File: src/rtl/spi_controller.sv
// SPI mode-0 controller: one MSB-first byte per accepted start, with optional
// chip-select hold so consecutive bytes share a single CS-low frame.
module spi_controller #(
    parameter int CLK_DIV = 4
) (
    input  logic       clk,
    input  logic       rst_n,
    input  logic       start,
    input  logic [7:0] tx_byte,
    input  logic       hold_cs,
    output logic       busy,
    output logic [7:0] rx_byte,
    output logic       rx_valid,
    output logic       SCK,
    output logic       CS,
    output logic       COPI,
    input  logic       CIPO,
    output logic [2:0] dbg_state
);

    // Handshake: start is taken on a rising clk edge only when the FSM is in
    // IDLE with busy=0; tx_byte and that start are sampled on the same edge.
    // busy is high from the next cycle until (not including) the rx_valid cycle.
    typedef enum logic [2:0] {
        S_IDLE  = 3'd0,
        S_LEAD  = 3'd1,
        S_HIGH  = 3'd2,
        S_LOW   = 3'd3,
        S_TRAIL = 3'd4,
        S_GAP   = 3'd5
    } state_t;

    localparam logic [7:0] DIV_LAST = 8'(CLK_DIV - 1);

    state_t     state_q, state_d;
    logic [7:0] div_q, div_d;
    logic [2:0] bit_q, bit_d;
    logic [6:0] tx_sh_q, tx_sh_d;
    logic [7:0] rx_sh_q, rx_sh_d;
    logic       sck_q, sck_d;
    logic       cs_q, cs_d;
    logic       copi_q, copi_d;
    logic       busy_q, busy_d;
    logic       rx_valid_q, rx_valid_d;
    logic [7:0] rx_byte_q, rx_byte_d;

    logic div_done;
    logic accept;

    assign div_done = (div_q == DIV_LAST);
    assign accept   = (state_q == S_IDLE) && start && !busy_q;

    always_ff @(posedge clk) begin
        if (!rst_n) begin
            state_q <= S_IDLE;
        end else begin
            state_q <= state_d;
        end
    end

    always_comb begin
        state_d = state_q;
        case (state_q)
            S_IDLE:  if (accept)   state_d = S_LEAD;
            S_LEAD:  if (div_done) state_d = S_HIGH;
            S_HIGH:  if (div_done) state_d = (bit_q == 3'd7) ? S_TRAIL : S_LOW;
            S_LOW:   if (div_done) state_d = S_HIGH;
            S_TRAIL: if (div_done) state_d = hold_cs ? S_IDLE : S_GAP;
            S_GAP:   if (div_done) state_d = S_IDLE;
            default: state_d = S_IDLE;
        endcase
    end

    // Next values of every registered output and datapath register.
    always_comb begin
        sck_d      = sck_q;
        cs_d       = cs_q;
        copi_d     = copi_q;
        busy_d     = busy_q;
        rx_valid_d = 1'b0;
        rx_byte_d  = rx_byte_q;
        tx_sh_d    = tx_sh_q;
        rx_sh_d    = rx_sh_q;
        bit_d      = bit_q;

        // The divider restarts on every state change, so it never passes DIV_LAST.
        if (state_d != state_q || state_q == S_IDLE) begin
            div_d = 8'd0;
        end else begin
            div_d = div_q + 8'd1;
        end

        case (state_q)
            S_IDLE: begin
                if (accept) begin
                    tx_sh_d = tx_byte[6:0];
                    copi_d  = tx_byte[7];
                    cs_d    = 1'b0;
                    busy_d  = 1'b1;
                    bit_d   = 3'd0;
                end else if (cs_q) begin
                    copi_d = 1'b0;
                end
            end
            S_LEAD, S_LOW: begin
                if (div_done) begin
                    sck_d   = 1'b1;
                    rx_sh_d = {rx_sh_q[6:0], CIPO};
                end
            end
            S_HIGH: begin
                if (div_done) begin
                    sck_d = 1'b0;
                    if (bit_q != 3'd7) begin
                        copi_d  = tx_sh_q[6];
                        tx_sh_d = {tx_sh_q[5:0], 1'b0};
                        bit_d   = bit_q + 3'd1;
                    end
                end
            end
            S_TRAIL: begin
                if (div_done) begin
                    rx_byte_d  = rx_sh_q;
                    rx_valid_d = 1'b1;
                    busy_d     = 1'b0;
                    if (!hold_cs) begin
                        cs_d   = 1'b1;
                        copi_d = 1'b0;
                    end
                end
            end
            default: ;
        endcase
    end

    always_ff @(posedge clk) begin
        if (!rst_n) begin
            div_q      <= 8'd0;
            bit_q      <= 3'd0;
            tx_sh_q    <= 7'd0;
            rx_sh_q    <= 8'd0;
            sck_q      <= 1'b0;
            cs_q       <= 1'b1;
            copi_q     <= 1'b0;
            busy_q     <= 1'b0;
            rx_valid_q <= 1'b0;
            rx_byte_q  <= 8'h00;
        end else begin
            div_q      <= div_d;
            bit_q      <= bit_d;
            tx_sh_q    <= tx_sh_d;
            rx_sh_q    <= rx_sh_d;
            sck_q      <= sck_d;
            cs_q       <= cs_d;
            copi_q     <= copi_d;
            busy_q     <= busy_d;
            rx_valid_q <= rx_valid_d;
            rx_byte_q  <= rx_byte_d;
        end
    end

    assign SCK       = sck_q;
    assign CS        = cs_q;
    assign COPI      = copi_q;
    assign busy      = busy_q;
    assign rx_valid  = rx_valid_q;
    assign rx_byte   = rx_byte_q;
    assign dbg_state = state_q;

endmodule

File: config.mk
export PLATFORM = sky130hd
export DESIGN_NAME = spi_controller
export DESIGN_NICKNAME = d
export VERILOG_FILES = /design/src/rtl/spi_controller.sv
export SDC_FILE = /design/constraint.sdc
export NUM_CORES = 1
export LEC_CHECK = 0
export BUFFER_PORTS_ARGS = -buffer_cell sky130_fd_sc_hd__buf_2
export CORE_ASPECT_RATIO = 1.5
export CORE_UTILIZATION = 57
export CTS_BUF_LIST = sky130_fd_sc_hd__clkbuf_2 sky130_fd_sc_hd__clkbuf_4 sky130_fd_sc_hd__clkbuf_8
export DETAILED_ROUTE_END_ITERATION = 6
export PLACE_DENSITY = 0.8
export SYNTH_ARGS = -nofsm -noshare
export SYNTH_HDL_FRONTEND = slang
export SYNTH_SLANG_ARGS = --single-unit
File: constraint.sdc
create_clock -name clk -period 2.2 [get_ports clk]
set_clock_uncertainty 0.2 [all_clocks]
set_input_delay 0.44 -clock clk [delete_from_list [all_inputs] [get_ports clk]]
set_output_delay 0.44 -clock clk [all_outputs]
set_load 0.01 [all_outputs]
==> reports/metrics.cfg, run 1 <==
[outcome]
status = finished clean

[cells_and_area]
final_nets = 230
syn2layout_area_growth_pct = 15.2
final.fill_count = 241
n_antenna_cell = 0
drive_gt1_share_pct = 23.4

[sta]
setup_tns_ps = 0
worst_pin_slew_ps = 557
clock.fmax_mhz = 501
rsz0062_at_grt = no
min_period_over_period_pct = 90.8
finalHoldViolations = 0
min_period_ps = 2000
setup_viol = 0
relSlewSlack_pct = 61.9
slew_violations = 0

[global_routing]
grt_max_degree = 23
grt_pass1_vias = 1397
grt_util_all_layers_pct = 25.1
overflow = 0
antenna_found_initial = 0
grt_pass1_wl_um = 6000

[placement]
gp_congestion = 0.897
portBuffers = 28
dp_hpwl_um = 2660

[cts]
clk_path_buf_depth = 2
cts_tree = done
cts_resized = 0
ctsHtreeMaxLevel = 2
cts_hold_buf = 0
clk_pin_slew_ps = 70
clk_latency_ps = 300
cts_setup_buffers = 0
cts.sinks = 42
root_buffer = clkbuf_8
cts_made_buffers = 5

[detailed_routing]
vias_per_cell = 5.67
wl_per_cell_um = 14.0
drc = 0
wl_um = 3550
first_pass_iters = 4
ant_nets = 0
dr_total_vias = 1435
drt_iter0_markers = 43

[yosys]
synth_xor_area_share_pct = 2.91
netlist-cell-type-count = 41
synth_compound_area_share_pct = 13.1
synth_top_flop_cell = dfxtp_1
synth_edf_count = 0
synthMuxAreaShare_pct = 12.8
synth_nets = 199
yosys.area_share.adder_pct = 2.08
syn_area_mm2 = 0.00181
synth_seq_cells = 42
ys_seq_area_share_pct = 46.5
netlist_instances = 183
synth_top_family_by_area = simple AND/OR/NAND/NOR gates
yosysWarnings = 0
avgSynthCellArea_um2 = 9.88
async_flop_share_pct = 0
synth_simple_gate_area_share_pct = 18.1

[worst_setup_path]
crit_arrival_ps = 2000
crit_fanout = 8
crit_path_cell_trace = ha_1, nor3b_2, buf_4, a31o_2, and2_2, a211oi_1
cp_num_buf_inv = 1
start_kind = register
slowest_stage = dfxtp_1
worstPathRequired_ps = 2210
crit_path_end_kind = register
path_class = register to register
cp_top_family = compound AO/OA/AOI/OAI gates
slowest_delay_ps = 350

[worst_hold_path]
hp-class = input pin to register

[pwr]
p_leak_uw = 0.000883
irDropWorstVdd_mv = 0.618
powerDensity_mw_per_mm2 = 670
power_uw = 1400

[floorplanning]
ios = 29
die-area_mm2 = 0.00341
die_h_um = 71.0
floorplan.initialDensity_pct = 60.8
num_rows = 24
coreArea_mm2 = 0.00297
die_width_um = 48.0

[flow_run]
maxCapViolCount = 0

## cell type report
cell class	instances	area (um2)	share of cell area, %
clock buffer	7	83.8	4.02
sequential	42	841	40.4
timing repair buffer	35	205	9.85
tap	39	48.8	2.34
multi-input combinational	125	886	42.5
inverter	5	18.8	0.901
## metrics by stage
step / area, um2 / setup WS [ps] / std cells / hold slack (ps) / util (%)
floorplan: 1810 / 348 / 183 / 228 / -
global placement: 2000 / 279 / 246 / 238 / 67.2
detailed placement: 2000 / 157 / 246 / 237 / 67.2
CTS: 2080 / 150 / 253 / 180 / 70.0
global route: 2080 / 21.9 / 253 / 192 / 70.1
finish: 2080 / 202 / 253 / 180 / 70.1
## flip-flops by register name, summed over array words and instances, names as in the netlist, 3 cells and up
name / cells
tx_sh_q: 7
rx_sh_q: 8
bit_q: 3
div_q: 8
rx_byte: 8
dbg_state: 3
## cell usage in the layout, fill, tap and decap left out, types with 3 or more instances in the layout
cell / synthesis / routed
a211oi_1: 7 / 7
a21oi_1: 10 / 10
and2_1: 4 / 3
buf_2: 3 / 28
buf_4: 1 / 6
clkbuf_8: 0 / 5
dfxtp_1: 42 / 42
ha_1: 3 / 3
inv_1: 5 / 5
mux2i_1: 22 / 22
nand2_1: 4 / 4
nand3_1: 9 / 9
nor2_1: 27 / 27
xor2_1: 5 / 5
## where the power goes
group	leakage (uW)	switching, uW	internal (uW)	total (uW)
Clock	0.0000452	245	243	488
Sequential	0.000341	18.5	781	800
Combinational	0.000497	62.3	45.1	107
Total	0.000883	326	1070	1400
## synthesized netlist by cell type (2+ instances only)
library cell  count  share of area, %
buf_2             3              0.83
a211oi_1          7               2.9
nor4_4            2               2.4
o21ai_0           2              0.55
xor2_1            5               2.4
and2_1            4               1.4
nor2_1           27               5.6
mux2i_1          22                12
inv_1             5               1.0
and3_1            2              0.69
dfxtp_1          42                47
ha_1              3               2.1
o21ai_1           2              0.55
clkbuf_1          4              0.83
nand2_1           4              0.83
nor2b_1           2              0.69
nor3b_2           2               1.4
a21oi_1          10               2.8
a22oi_1           2              0.83
nor4b_1           2              0.97
a22o_1            2              0.97
nand3_1           9               2.5
buf_6             2               1.2
## worst reg2reg max path, stage by stage (launching register included)
cell and delay, ps:
dfxtp_1 350, ha_1 260, nor3b_2 180, buf_4 160, a31o_2 290, and2_2 260
a211oi_1 220
## cells by family (layout without fill, tap and decap cells)
kind of cell | after synthesis | after routing
simple gates | 58 | 58
flops | 42 | 42
compound gates | 35 | 35
mux | 23 | 23
buf+inv | 16 | 47
xor+xnor | 6 | 6
fa+ha+maj | 3 | 3
## per-layer routing
metal / GRT usage (%) / wire [um] / up-vias
met5: 0 / 0 / -
met4: 12.0 / 106 / 0
met3: 8.16 / 153 / 11
met2: 42.6 / 1850 / 40
met1: 26.0 / 1450 / 666
li1: - / - / 718
## worst paths after layout
kind / start / end / slack [ps] / cells after the start
worst min register to register: SCK / SCK / 240 / 2
worst min-delay path: CIPO / rx_sh_q[0] / 180 / 3
worst max register to register: div_q[0] / tx_sh_q[2] / 200 / 6
worst max-delay path: div_q[0] / tx_sh_q[2] / 200 / 6
No activity file was read; power rests on OpenSTA's default activity.
==> inputs of run 2 (changes only) <==
- BUFFER_PORTS_ARGS: -buffer_cell sky130_fd_sc_hd__buf_2 -> -buffer_cell sky130_fd_sc_hd__clkbuf_2
==> run 2 against run 1 <==
Compared with the run above:
- clock power fell by 2%
- register-to-register slack lost 70 ps
- global-route usage decreased by 1.6 points
- flip-flop and latch count did not move
- clock-buffer cell count did not move
- critical path type unchanged
==> reports/metrics.cfg, run 2 (synthesis gave the netlist of run 1 again) <==
[cells_and_area]
final_common_cell = dfxtp_1
final_area_mm2 = 0.00208
multi_input_area_um2 = 886
syn2layout_area_growth_pct = 15.2
final_cell_mix = dfxtp_1, clkbuf_2, nor2_1
final_nets = 230
final.fill_count = 234
n_antenna_cell = 0
drive_gt1_share_pct = 23.4
regArea_um2 = 841

[cts]
cts.sinks = 42
clk_path_buf_depth = 2
cts_made_buffers = 5
clk_latency_ps = 290
root_buffer = clkbuf_8
cts_tree = done
ctsHtreeMaxLevel = 2
clk_pin_slew_ps = 70

[sta]
rsz0062_at_grt = no
finalHoldViolations = 0
slew_violations = 0
min_period_over_period_pct = 94.0
clock.fmax_mhz = 484
min_period_ps = 2070
worst_pin_slew_ps = 678
setup_tns_ps = 0
setup_viol = 0
relSlewSlack_pct = 53.6

[flow_run]
maxCapViolCount = 0

[global_routing]
grt_util_all_layers_pct = 23.5
grt_max_degree = 22
grt_pass1_vias = 1403
antenna_found_initial = 0
overflow = 0
grt_pass1_wl_um = 5840

[worst_hold_path]
hp-class = input pin to register
hold_path.startpoint = tx_byte[0]

[detailed_routing]
vias_per_cell = 5.62
wl_um = 3500
dr_total_vias = 1422
drc = 0
wl_per_cell_um = 13.8
ant_nets = 0
first_pass_iters = 4
drt_iter0_markers = 35

[pwr]
irDropWorstVdd_mv = 0.601
p_leak_uw = 0.000873
powerDensity_mw_per_mm2 = 665

[floorplanning]
ios = 29
die-area_mm2 = 0.00341
num_rows = 24
die_h_um = 71.0
die_width_um = 48.0
floorplan.initialDensity_pct = 60.8
coreArea_mm2 = 0.00297

[worst_setup_path]
r2r-start = div_q[0]
worstPathRequired_ps = 2170
crit_fanout = 8
crit_arrival_ps = 2040
path_class = register to register
start_kind = register
timing.reg2reg.setup_slack_ps = 130
critPathLaunch = div_q[0]
crit_path_end_kind = register

[placement]
dp_hpwl_um = 2540
dpl_cell_area_mm2 = 0.00200
portBuffers = 28
gp_congestion = 0.876

[outcome]
status = finished clean

==> run 2: changes by cell type in the layout (fill, tap and decap cells not counted), sizes merged <==
cell	delta
clkbuf	+28
buf	-28
==> run 2: layer usage <==
metal	share of wire (%)	GRT usage (%)	routed length, um	up-vias
met2	50	39.2	1760	48
met5	0	0	0	-
met3	5.0	7.40	174	12
li1	-	-	-	713
met4	2.9	11.4	101	0
met1	42	25.2	1470	649
==> run 2: timing repair <==
| item | CTS | global route |
|---|---|---|
| setup endpoints to repair | 0 | 6 |
| hold buffers | 0 | 0 |
| resized for setup | 0 | 1 |
| setup buffers | 0 | 0 |
==> run 2: layout make-up <==
type | instances | share of cell area, %
Timing Repair Buffer | 35 | 9.85
Multi-Input combinational cell | 125 | 42.5
Sequential cell | 42 | 40.4
Tap cell | 39 | 2.34
Inverter | 5 | 0.901
Clock buffer | 7 | 4.02
==> run 2: path summary, 6_finish.rpt <==
kind,end,depth (start not counted)
setup reg to reg,bit_q[0],6
setup / recovery,bit_q[0],6
hold / removal,tx_sh_q[0],3
hold reg to reg,SCK,2
==> run 2: critical path, stage by stage (launching register included) <==
cell and delay (ps):
dfxtp_1 410, ha_1 270, nor3b_2 260, buf_4 180
a31o_2 250, a21oi_2 100, mux2_2 290
==> run 2: where the power goes <==
group | leakage [uW] | internal, uW | switching (uW)
Clock | 0.0000452 | 243 | 234
Combinational | 0.000487 | 45.0 | 61.9
Sequential | 0.000341 | 781 | 20.0
Total | 0.000873 | 1070 | 316
==> run 2: through the flow <==
stage                     hold slack, ps  worst slack (ps)  utilization, %  power [uW]  cells
after floorplan                      228               348               -         884    183
after CTS                            174               129            70.0        1400    253
after detailed placement             243               156            67.2         923    246
final                                178               132            70.1        1390    253
after global placement               242               275            67.2         916    246
after global routing                 205              11.2            70.1        1440    253
==> inputs of run 3 (changes only) <==
- ABC_AREA: default -> 1
- CORE_UTILIZATION: 57 -> 50
- CTS_BUF_LIST: sky130_fd_sc_hd__clkbuf_2 sky130_fd_sc_hd__clkbuf_4 sky130_fd_sc_hd__clkbuf_8 -> default
- PLACE_DENSITY: 0.8 -> 0.74
- clock period: 2.2 -> 1.8 ns (I/O delays scaled with it)
==> run 3 against run 2 <==
Compared with the run above:
- critical path depth up 3
- synthesized cell count up 37%
- register-to-register slack lost 70 ps
- setup slack got worse by 66 ps
- area after synthesis rose by 6.6%
- final cell count increased by 37%
- largest power group unchanged
- power rose by 42%
- sequential share of layout area shrank 5.2 points
- critical endpoint is now rx_byte[2]
- combinational power grew 120%
==> reports/metrics.cfg, run 3 <==
[outcome]
status = finished clean

[cts]
cts_made_buffers = 5
clk_pin_slew_ps = 80
root_buffer = clkbuf_8
clk_path_buf_depth = 2
cts_hold_buf = 0
ctsHtreeMaxLevel = 2
cts_tree = done
clk_latency_ps = 300
cts.sinks = 42

[cells_and_area]
final_nets = 318
regArea_um2 = 848
final_area_mm2 = 0.00241
drive_gt1_share_pct = 38.0
final_common_cell = nand2_1
final.fill_count = 334
syn2layout_area_growth_pct = 25.3
n_antenna_cell = 0
multi_input_area_um2 = 991
final_cell_mix = nand2_1, dfxtp_1, clkbuf_2
utilization_pct = 65.6

[worst_setup_path]
reg2reg_to = rx_byte[2]
crit_path_end_kind = register
cp_num_buf_inv = 3
crit_path_cell_trace = ha_4, inv_2, nor2_4, nand2_4, nor3_4, inv_4, nor2_4, inv_2, o21ai_1
timing.critical_path.depth = 9
crit_arrival_ps = 1770
start_kind = register
critPathLaunch = div_q[0]
slowest_delay_ps = 360
path_class = register to register
endpoint = rx_byte[2]
cp_top_family = simple AND/OR/NAND/NOR gates
slowest_stage = dfxtp_2
crit_fanout = 8
reg2regPathDepth = 9
r2r-start = div_q[0]
timing.reg2reg.setup_slack_ps = 70
worstPathRequired_ps = 1840

[global_routing]
antenna_found_initial = 0
grt_pass1_wl_um = 6760
overflow = 0
grt_util_all_layers_pct = 22.4
grt_pass1_vias = 1631
grt_max_degree = 21

[worst_hold_path]
hp-class = input pin to register
hold_depth = 3

[floorplanning]
ios = 29
die_width_um = 52.7
num_rows = 27
coreArea_mm2 = 0.00368
floorplan.initialDensity_pct = 52.3
die_h_um = 78.0
die-area_mm2 = 0.00411

[detailed_routing]
wl_um = 4170
first_pass_iters = 4
vias_per_cell = 5.10
ant_nets = 0
wl_per_cell_um = 12.1
dr_total_vias = 1764
drc = 0
drt_iter0_markers = 52

[yosys]
synth_top_area_share_pct = 43.6
avgSynthCellArea_um2 = 7.71
syn_area_mm2 = 0.00193
synth_top_area_cell = dfxtp_1
yosysWarnings = 0
async_flop_share_pct = 0
synth_edf_count = 0
netlist_instances = 250
synth_top_flop_cell = dfxtp_1
ys_seq_area_share_pct = 43.6
ys_top_cells_by_area = dfxtp_1, nand2_1, a21oi_1, nand3_1, nor2_2
synth_nets = 266
yosysMostFrequentCell = nand2_1
ys_top_cells_by_count = nand2_1, dfxtp_1, a21oi_1, nand3_1
netlist-cell-type-count = 29
synth_seq_cells = 42

[pwr]
irDropWorstVdd_mv = 0.686
powerDensity_mw_per_mm2 = 812
p_leak_uw = 0.00105

[sta]
setup_viol = 0
clock.fmax_mhz = 577
relSlewSlack_pct = 76.9
min_period_ps = 1730
worst_pin_slew_ps = 346
finalHoldViolations = 0
min_period_over_period_pct = 96.4
setup_tns_ps = 0
timing.hold.ws_ps = 82.8
slew_violations = 0

[placement]
dpl_cell_area_mm2 = 0.00218
dp_hpwl_um = 3120
portBuffers = 28
gp_congestion = 0.892

[flow_run]
maxCapViolCount = 0

-- run 3: cell types whose count changed after synthesis, sizes merged, moves of 6 or more --
cell / previous run / this run
a21oi: 11 / 20
nand3: 9 / 18
o21ai: 4 / 20
nand2: 4 / 68
inv: 5 / 27
buf: 7 / 1
nor2: 27 / 34
mux2i: 22 / 0
-- run 3: cells by family (layout without fill, tap and decap cells) --
logic type / after synthesis / after routing / share of synthesized area [%]
simple gates: 125 / 125 / 33.1
buf+inv: 31 / 84 / 6.62
xor+xnor: 5 / 5 / 2.27
fa+ha+maj: 3 / 3 / 1.95
flops: 42 / 42 / 43.6
compound gates: 44 / 44 / 12.4
-- run 3: worst min path at each step --
| stage | startpoint | endpoint |
|---|---|---|
| finish | CIPO | rx_sh_q[0] |
| CTS | CIPO | rx_sh_q[0] |
| floorplan | rx_sh_q[7] | rx_byte[7] |
| detailed placement | rx_sh_q[7] | rx_byte[7] |
| global placement | rx_sh_q[7] | rx_byte[7] |
| global route | CIPO | rx_sh_q[0] |
-- run 3: timing repair --
item,CTS,global route
resized for setup,0,16
pin swaps,1,7
endpoints found under the setup margin,1,28
buffers inserted,0,10
-- run 3: area by class of cell --
class / instances / area share (%)
Clock buffer: 5 / 2.85
Clock inverter: 3 / 1.81
Inverter: 27 / 4.61
Multi-Input combinational cell: 177 / 41.0
Sequential cell: 42 / 35.1
Tap cell: 43 / 2.23
Timing Repair Buffer: 49 / 12.3
-- run 3: through the flow --
| step | setup slack [ps] | total power, uW | std cells |
|---|---|---|---|
| global placement | 39.2 | 1210 | 328 |
| detailed placement | 19.9 | 1210 | 328 |
| global route | -18.2 | 2050 | 346 |
| finish | 65.6 | 1960 | 346 |
| CTS | 15.2 | 1960 | 336 |
| floorplan | 110 | 1130 | 250 |
-- run 3: layer usage --
| layer | GRT usage (%) | up-vias | wire length, um |
|---|---|---|---|
| met5 | 0 | - | 0 |
| met4 | 12.1 | 0 | 114 |
| met3 | 5.23 | 9 | 146 |
| met2 | 41.3 | 34 | 2260 |
| met1 | 21.6 | 808 | 1650 |
| li1 | - | 913 | - |
-- run 3: power breakdown --
group	total [uW]	internal, uW	switching, uW
Clock	751	416	335
Sequential	974	956	18.1
Combinational	237	100	137
Total	1960	1470	490
-- run 3: worst reg2reg max path, cell delays in order, from the launching register on --
cell     delay (ps)
dfxtp_2         360
ha_4            150
inv_2            40
nor2_4          120
nand2_4         120
nor3_4          260
inv_4            90
nor2_4          140
inv_2            80
o21ai_1         120
